### src/rtl/dyn_brnch_pred_gshare_param.sv
// Correlating branch predictor: global history register plus a table of saturating
// counters, indexed either by history alone (GAg) or by history XOR branch address (gshare).
module dyn_brnch_pred_gshare_param #(
    parameter int GHR_W      = 5,
    parameter int IDX_W      = 5,
    parameter int CTR_W      = 2,
    parameter int INDEX_MODE = 1,
    parameter int STAT_W     = 16
) (
    input  logic              clk,
    input  logic              rst_n,
    input  logic              brch_instr_detectd_IF,
    input  logic [IDX_W-1:0]  branch_addr_IF,
    input  logic              brch_instr_detectd_ID,
    input  logic              brch_hazard_stall,
    input  logic              actual_brch_result,
    input  logic              flush_ID,
    output logic              predict_br_taken,
    output logic              mispredict_ID,
    output logic [STAT_W-1:0] mispredict_cnt
);

    localparam int DEPTH = 1 << IDX_W;
    localparam logic [CTR_W-1:0] CTR_INIT = CTR_W'((1 << (CTR_W - 1)) - 1);

    function automatic logic [CTR_W-1:0] ctr_sat_step(input logic [CTR_W-1:0] c,
                                                      input logic up);
        logic [CTR_W-1:0] r;
        r = c;
        if (up && (c != '1))
            r = c + CTR_W'(1);
        else if (!up && (c != '0))
            r = c - CTR_W'(1);
        return r;
    endfunction

    function automatic logic [STAT_W-1:0] stat_sat_inc(input logic [STAT_W-1:0] s);
        return (s == '1) ? s : s + STAT_W'(1);
    endfunction

    logic [GHR_W-1:0] ghr;
    logic [GHR_W-1:0] ghr_nxt;
    logic [CTR_W-1:0] pht [DEPTH];
    logic [IDX_W-1:0] hist;
    logic [IDX_W-1:0] idx_p0;
    logic             pred_p0;
    logic             vld_p1;
    logic [IDX_W-1:0] idx_p1;
    logic             pred_p1;
    logic             upd;

    generate
        if (GHR_W >= IDX_W) begin : g_hist_trunc
            assign hist = ghr[IDX_W-1:0];
        end else begin : g_hist_ext
            assign hist = {{(IDX_W - GHR_W){1'b0}}, ghr};
        end

        if (GHR_W == 1) begin : g_ghr_one
            assign ghr_nxt = actual_brch_result;
        end else begin : g_ghr_shift
            assign ghr_nxt = {ghr[GHR_W-2:0], actual_brch_result};
        end
    endgenerate

    // IF stage: lookup reads the pre-update table and history (no bypass)
    assign idx_p0           = (INDEX_MODE != 0) ? (hist ^ branch_addr_IF) : hist;
    assign pred_p0          = pht[idx_p0][CTR_W-1];
    assign predict_br_taken = pred_p0 & brch_instr_detectd_IF;

    // ID stage: resolve against the carried index/prediction
    assign upd = brch_instr_detectd_ID & vld_p1 & ~brch_hazard_stall & ~flush_ID;
    assign mispredict_ID = upd & (pred_p1 != actual_brch_result);

    always_ff @(posedge clk or negedge rst_n) begin
        if (!rst_n) begin
            ghr            <= '0;
            vld_p1         <= 1'b0;
            idx_p1         <= '0;
            pred_p1        <= 1'b0;
            mispredict_cnt <= '0;
            for (int i = 0; i < DEPTH; i++)
                pht[i] <= CTR_INIT;
        end else begin
            // A flush squashes whatever IF would have handed to ID this edge
            if (!brch_hazard_stall) begin
                vld_p1 <= brch_instr_detectd_IF & ~flush_ID;
                if (brch_instr_detectd_IF) begin
                    idx_p1  <= idx_p0;
                    pred_p1 <= pred_p0;
                end
            end
            if (upd) begin
                pht[idx_p1] <= ctr_sat_step(pht[idx_p1], actual_brch_result);
                ghr         <= ghr_nxt;
            end
            if (mispredict_ID)
                mispredict_cnt <= stat_sat_inc(mispredict_cnt);
        end
    end

endmodule

### config.mk
export PLATFORM = sky130hd
export DESIGN_NAME = dyn_brnch_pred_gshare_param
export DESIGN_NICKNAME = d
export VERILOG_FILES = /design/src/rtl/dyn_brnch_pred_gshare_param.sv
export SDC_FILE = /design/constraint.sdc
export NUM_CORES = 1
export LEC_CHECK = 0
export BUFFER_PORTS_ARGS = -buffer_cell sky130_fd_sc_hd__buf_2
export CORE_ASPECT_RATIO = 1.5
export CORE_UTILIZATION = 40
export CTS_BUF_LIST = sky130_fd_sc_hd__clkbuf_4 sky130_fd_sc_hd__clkbuf_8
export DETAILED_ROUTE_END_ITERATION = 7
export SYNTH_ARGS = -nofsm -noshare
export SYNTH_HDL_FRONTEND = slang
export SYNTH_SLANG_ARGS = --single-unit
### constraint.sdc
create_clock -name clk -period 3.8 [get_ports clk]
set_input_delay 0.38 -clock clk [delete_from_list [all_inputs] [get_ports clk]]
set_output_delay 0.38 -clock clk [all_outputs]
set_load 0.01 [all_outputs]
==> results of run 1 <==
[cell families after synthesis]
group | synth area share [%]
compound gates | 5.77
xor+xnor | 4.97
fa+ha+maj | 0.794
buf+inv | 2.25
flops | 49.5
mux | 22.4
simple gates | 14.3
[cells in the mapped netlist (4+ instances only)]
cell type	number	area, sq um
dfstp_2	32	841
and3_1	7	43.8
clkbuf_1	6	22.5
nand4_1	5	31.3
nand3_1	6	30.0
nor4_1	5	31.3
mux4_2	17	383
nand2_1	75	282
a22oi_1	8	60.1
nor3b_1	4	30.0
and2_1	4	25.0
xnor2_1	16	140
dfrtp_1	60	1500
mux2_2	45	507
nor2_1	13	48.8
xor2_1	9	78.8
o21ai_0	6	30.0
mux2i_1	9	90.1
buf_1	4	15.0
o21ai_1	20	100
buf_2	7	35.0
[state kept, by name (all words and copies together) (netlist names)]
register and count:
pht 64, mispredict_cnt 16, ghr 5, idx_p1 5, pred_p1 1, vld_p1 1
[critical path, cell delays in order (launching register included)]
cell	delay [ps]
dfrtp_1	560
buf_4	280
mux4_2	330
a22oi_1	450
nand4_2	180
ha_1	250
mux2i_1	190
buf_4	180
xor2_1	800
mux2_2	300
[power by group through the flow]
stage / Combinational [uW] / Sequential (uW) / Clock [uW]
2_1_floorplan: 282 / 1100 / 0
3_3_place_gp: 406 / 1120 / 0
3_5_place_dp: 416 / 1130 / 0
4_1_cts: 417 / 1110 / 754
5_1_grt: 458 / 1120 / 784
6_report: 419 / 1110 / 732
[per-stage QoR]
stage / power [uW] / util (%) / hold WS (ps) / instance area (sq um) / std cells
after floorplan: 1390 / - / 84.4 / 4730 / 400
after CTS: 2280 / 46.1 / 189 / 5320 / 591
after detailed placement: 1540 / 44.2 / 456 / 5090 / 575
after global placement: 1530 / 44.2 / 454 / 5090 / 575
final: 2260 / 46.3 / 154 / 5330 / 591
after global routing: 2360 / 46.3 / 234 / 5330 / 591
[placed cells by master (no fill, tap or decap), types with 7 or more instances in the layout]
master    count
o21ai_1      20
mux2i_1       9
mux2_2       45
a22oi_1       8
dfstp_2      32
xor2_1        9
nand2_1      75
and3_1        7
buf_2        28
dfrtp_1      60
buf_4        15
clkbuf_8     10
xnor2_1      16
mux4_2       17
nor2_1       13
[final cells by class]
cell class	instances	share of cell area, %
Sequential cell	92	43.9
Multi-Input combinational cell	286	43.1
Timing Repair Buffer	44	5.11
Tap cell	150	3.52
Clock buffer	11	2.72
Clock inverter	5	1.41
Inverter	3	0.211
[final timing paths]
path,start,endpoint,slack (ps),depth (start not counted)
worst max-delay path,idx_p1[1]$_DFFE_PN0P_,pht[30]$_DFFE_PN1P_,220,9
worst min-delay path,rst_n,mispredict_cnt[4]$_DFFE_PN0P_,150,1
worst max register to register,idx_p1[1]$_DFFE_PN0P_,pht[30]$_DFFE_PN1P_,220,9
worst min register to register,pht[40]$_DFFE_PN1P_,pht[40]$_DFFE_PN1P_,470,2
max in group asynchronous,rst_n,pht[10]$_DFFE_PN1P_,2760,2
min in group clk,flush_ID,vld_p1$_DFFE_PN0N_,240,2
[per-layer routing]
metal  vias up  part of all wire (%)  global-route usage [%]
met5         -                     0                       0
met4         0                   2.6                    8.91
met3        18                   4.3                    3.87
met2        86                    53                    35.8
met1      1648                    40                    22.1
li1       1517                     -                       -
[repair_timing]
item	CTS	global route
setup buffers	0	0
resized for setup	0	2
hold endpoints to repair	0	0
endpoints found under the setup margin	0	18
==> impl_metrics.tcl, run 1 <==
set metrics [dict create \
    status "complete, no violations" \
    worstMarginPinSlew_ps 1010 \
    dieArea_sq_um 12300 \
    seqPwrFrac_pct 49.1 \
    hold_buffers 0 \
    start_util_pct 41.0 \
    synth_area_sq_um 4730 \
    place.gp.congestion 0.874 \
    clockBufferDepth 2 \
    fin_ws_ps 219 \
    p_per_area_nw_per_um2 424 \
    p_switching_uw 647 \
    wirelength_mm 11.1 \
    setup_tns_ps 0 \
    layout-drive-gt1-share_pct 36.1 \
    cts_inserted_buffers 9 \
    synth_edf_count 0 \
    dp_hpwl_mm 7.80 \
    vias_per_cell 5.53 \
    syn_nets 415 \
    vdd_drop_max_mv 0.304 \
    period_share_pct 94.2 \
    io_pins 30 \
    grt_pass1_wl_mm 18.2 \
    max_freq_mhz 279 \
    clock_sinks 92 \
    regArea_sq_um 2340 \
    clock_latency_ps 370 \
    maxSlewHeadroom_pct 32.3 \
    ys_seq_area_share_pct 49.5 \
    ys_ff_latch 92 \
    insertedDiodeCount 0 \
    fill_cells 1060 \
    grt.overflow.total 0 \
    async_flop_share_pct 100 \
    grt_start_max_net_pins 78 \
    power_leakage_uw 0.00234 \
    syn_inst 400 \
    setup_violations 0 \
    p_int_uw 1610 \
    synthFlopType "dfrtp_1" \
    dp_slack_ps 114 \
    finClkSkew_ps 8.81 \
    port-buffer-count 29 \
    rsz0062_at_grt "false" \
    areaGrowthSynthToFinish_pct 12.8 \
    first_global_vias 3429 \
    rows 48 \
    antenna_found_initial 0 \
    nNetsFinal 451 \
    power_frac_comb_pct 18.6 \
    drt.antenna.violating_nets 0 \
    gr-usage-all-layers_pct 19.7 \
    synth_area_per_cell_sq_um 11.8 \
    drt-initial-drc-count 170 \
    hold_viol 0 \
    h-tree-depth 3 \
    clkTransAtPathRegs_ps 90 \
    wl_per_cell_um 18.7 \
    p_sw_share_pct 28.6 \
    multi_input_comb_area_sq_um 2300 \
    core_area_sq_um 11500 \
    cts-root-buf "clkbuf_8" \
    clkPwrFrac_pct 32.4 \
    cts_tree "done" \
    die_w_um 90.8 \
    min_period_ps 3580 \
    drv_slew 0 \
    firstDrtPassIters 4 \
    cp.required_ps 4100 \
    drc 0 \
    synth_cell_types 46 \
    path_class "flop to flop" \
    min_path_type "input port to asynchronous set/reset pin" \
    worst-path-max-fanout 10 \
    ys_warn_count 0 \
    crit_path_start_kind "flop" \
    cp-end-kind "flop" \
    critPathArrivalTime_ps 3880 \
    dr_total_vias 3269 \
    die_h_um 135 \
    max_cap_viol_count 0 \
]
Power figures use the tool's default switching activity.
==> run 2: changes to the inputs <==
--- a/config.mk
+++ b/config.mk
@@ -7,7 +7,7 @@
 export LEC_CHECK = 0
 export BUFFER_PORTS_ARGS = -buffer_cell sky130_fd_sc_hd__buf_2
 export CORE_ASPECT_RATIO = 1.5
-export CORE_UTILIZATION = 40
+export CORE_UTILIZATION = 44
 export CTS_BUF_LIST = sky130_fd_sc_hd__clkbuf_4 sky130_fd_sc_hd__clkbuf_8
 export DETAILED_ROUTE_END_ITERATION = 7
 export SYNTH_ARGS = -nofsm -noshare
==> impl_metrics.tcl, run 2 (synthesized netlist as in run 1, its figures left out) <==
set metrics [dict create \
    setup_violations 0 \
    placed_area_sq_um 5070 \
    min_period_ps 3480 \
    fin_area_sq_um 5330 \
    first_global_vias 3344 \
    vdd_drop_max_mv 0.191 \
    firstDrtPassIters 6 \
    fill_cells 952 \
    grt.overflow.total 0 \
    crit_path_top_delay_cell "dfrtp_1" \
    crit_family "multiplexers" \
    cts_tree "done" \
    nNetsFinal 449 \
    status "finished, violations left" \
    hold_viol 0 \
    port-buffer-count 29 \
    worst-path-max-fanout 17 \
    clock_latency_ps 380 \
    setup_tns_ps 0 \
    finClkSkew_ps 13.8 \
    path_cells "buf_4, mux4_2, a22oi_1, nand4_2, ha_1, mux2i_1, xor2_1, mux2_2" \
    power_leakage_uw 0.00234 \
    cts-root-buf "clkbuf_8" \
    wl_per_cell_um 18.9 \
    drt-initial-drc-count 148 \
    largest_register_ffs 64 \
    grt_pass1_wl_mm 17.7 \
    power_uw 2320 \
    p_per_area_nw_per_um2 435 \
    areaGrowthSynthToFinish_pct 12.7 \
    period_share_pct 91.6 \
    die_w_um 86.7 \
    max_freq_mhz 287 \
    place_inst 567 \
    gr-usage-all-layers_pct 21.7 \
    vias_per_cell 5.58 \
    rsz0062_at_grt "false" \
    r2r_slack_ps 320 \
    layout_common_cells "nand2_1 (75), dfrtp_1 (60), mux2_2 (45)" \
    regMostFlops "pht" \
    path_class "flop to flop" \
    dp_slack_ps 229 \
    h-tree-depth 3 \
    rows 46 \
    drv_slew 0 \
    violations "DRC" \
    clock_sinks 92 \
    fin_cells 583 \
    worstMarginPinSlew_ps 1060 \
    wirelength_mm 11.0 \
    reg_top3 "pht: 64 flops, mispredict_cnt: 16 flops" \
    max_cap_viol_count 0 \
    post_cts_buffers 0 \
    fin_ws_ps 320 \
    min_path_type "input port to asynchronous set/reset pin" \
    dr_total_vias 3255 \
    drc 1 \
    maxSlewHeadroom_pct 29.5 \
    core_area_sq_um 10500 \
    start_util_pct 44.9 \
    layout-drive-gt1-share_pct 35.8 \
    cts_inserted_buffers 9 \
    grt_start_max_net_pins 83 \
    clkTransAtPathRegs_ps 90 \
    cp_num_buf_inv 1 \
    place.gp.congestion 0.812 \
    antenna_found_initial 0 \
    insertedDiodeCount 0 \
    cp_slowest_stage_delay_ps 790 \
    drt.antenna.violating_nets 0 \
    cp-end-kind "flop" \
    crit_path_start_kind "flop" \
    mostFrequentLayoutCell "nand2_1" \
    critPathArrivalTime_ps 3790 \
    die_h_um 129 \
    dieArea_sq_um 11200 \
    io_pins 30 \
    cp.required_ps 4110 \
    dp_hpwl_mm 7.73 \
    clockBufferDepth 2 \
]
run 2: where the power goes:
group          total, uW  switching (uW)  internal (uW)
Combinational        388             217            171
Sequential          1120            79.7           1040
Clock                807             347            460
run 2: final cells by class:
cell class	instances	area (sq um)	area share [%]
Clock buffer	11	145	2.72
Clock inverter	5	100	1.88
Inverter	3	11.3	0.211
Multi-Input combinational cell	286	2290	43.0
Sequential cell	92	2340	44.0
Tap cell	144	180	3.38
Timing Repair Buffer	42	258	4.84
run 2: path summary, 6_finish.rpt:
kind | depth (start not counted) | end | startpoint
worst max-delay path | 8 | pht[22]$_DFFE_PN1P_ | idx_p1[1]$_DFFE_PN0P_
worst max register to register | 8 | pht[22]$_DFFE_PN1P_ | idx_p1[1]$_DFFE_PN0P_
max in group asynchronous | 2 | pht[54]$_DFFE_PN1P_ | rst_n
worst min register to register | 2 | pht[4]$_DFFE_PN1P_ | pht[4]$_DFFE_PN1P_
worst min-delay path | 1 | ghr[2]$_DFFE_PN0P_ | rst_n
min in group clk | 2 | vld_p1$_DFFE_PN0N_ | flush_ID
run 2: metal layers:
metal / share of wire [%] / GRT usage, % / wire, um
met5: 0 / 0 / 0
met4: 3.3 / 10.5 / 367
met3: 4.2 / 4.23 / 457
met2: 52 / 37.1 / 5690
met1: 41 / 26.1 / 4490
run 2: through the flow:
stage	utilization, %	hold WS [ps]
floorplan	-	84.4
global placement	48.2	450
detailed placement	48.2	455
CTS	50.5	209
global route	50.6	215
finish	50.6	158
run 2: timing repair:
item,CTS,global route
setup endpoints to repair,0,2
resized for setup,0,1
hold buffers,0,0
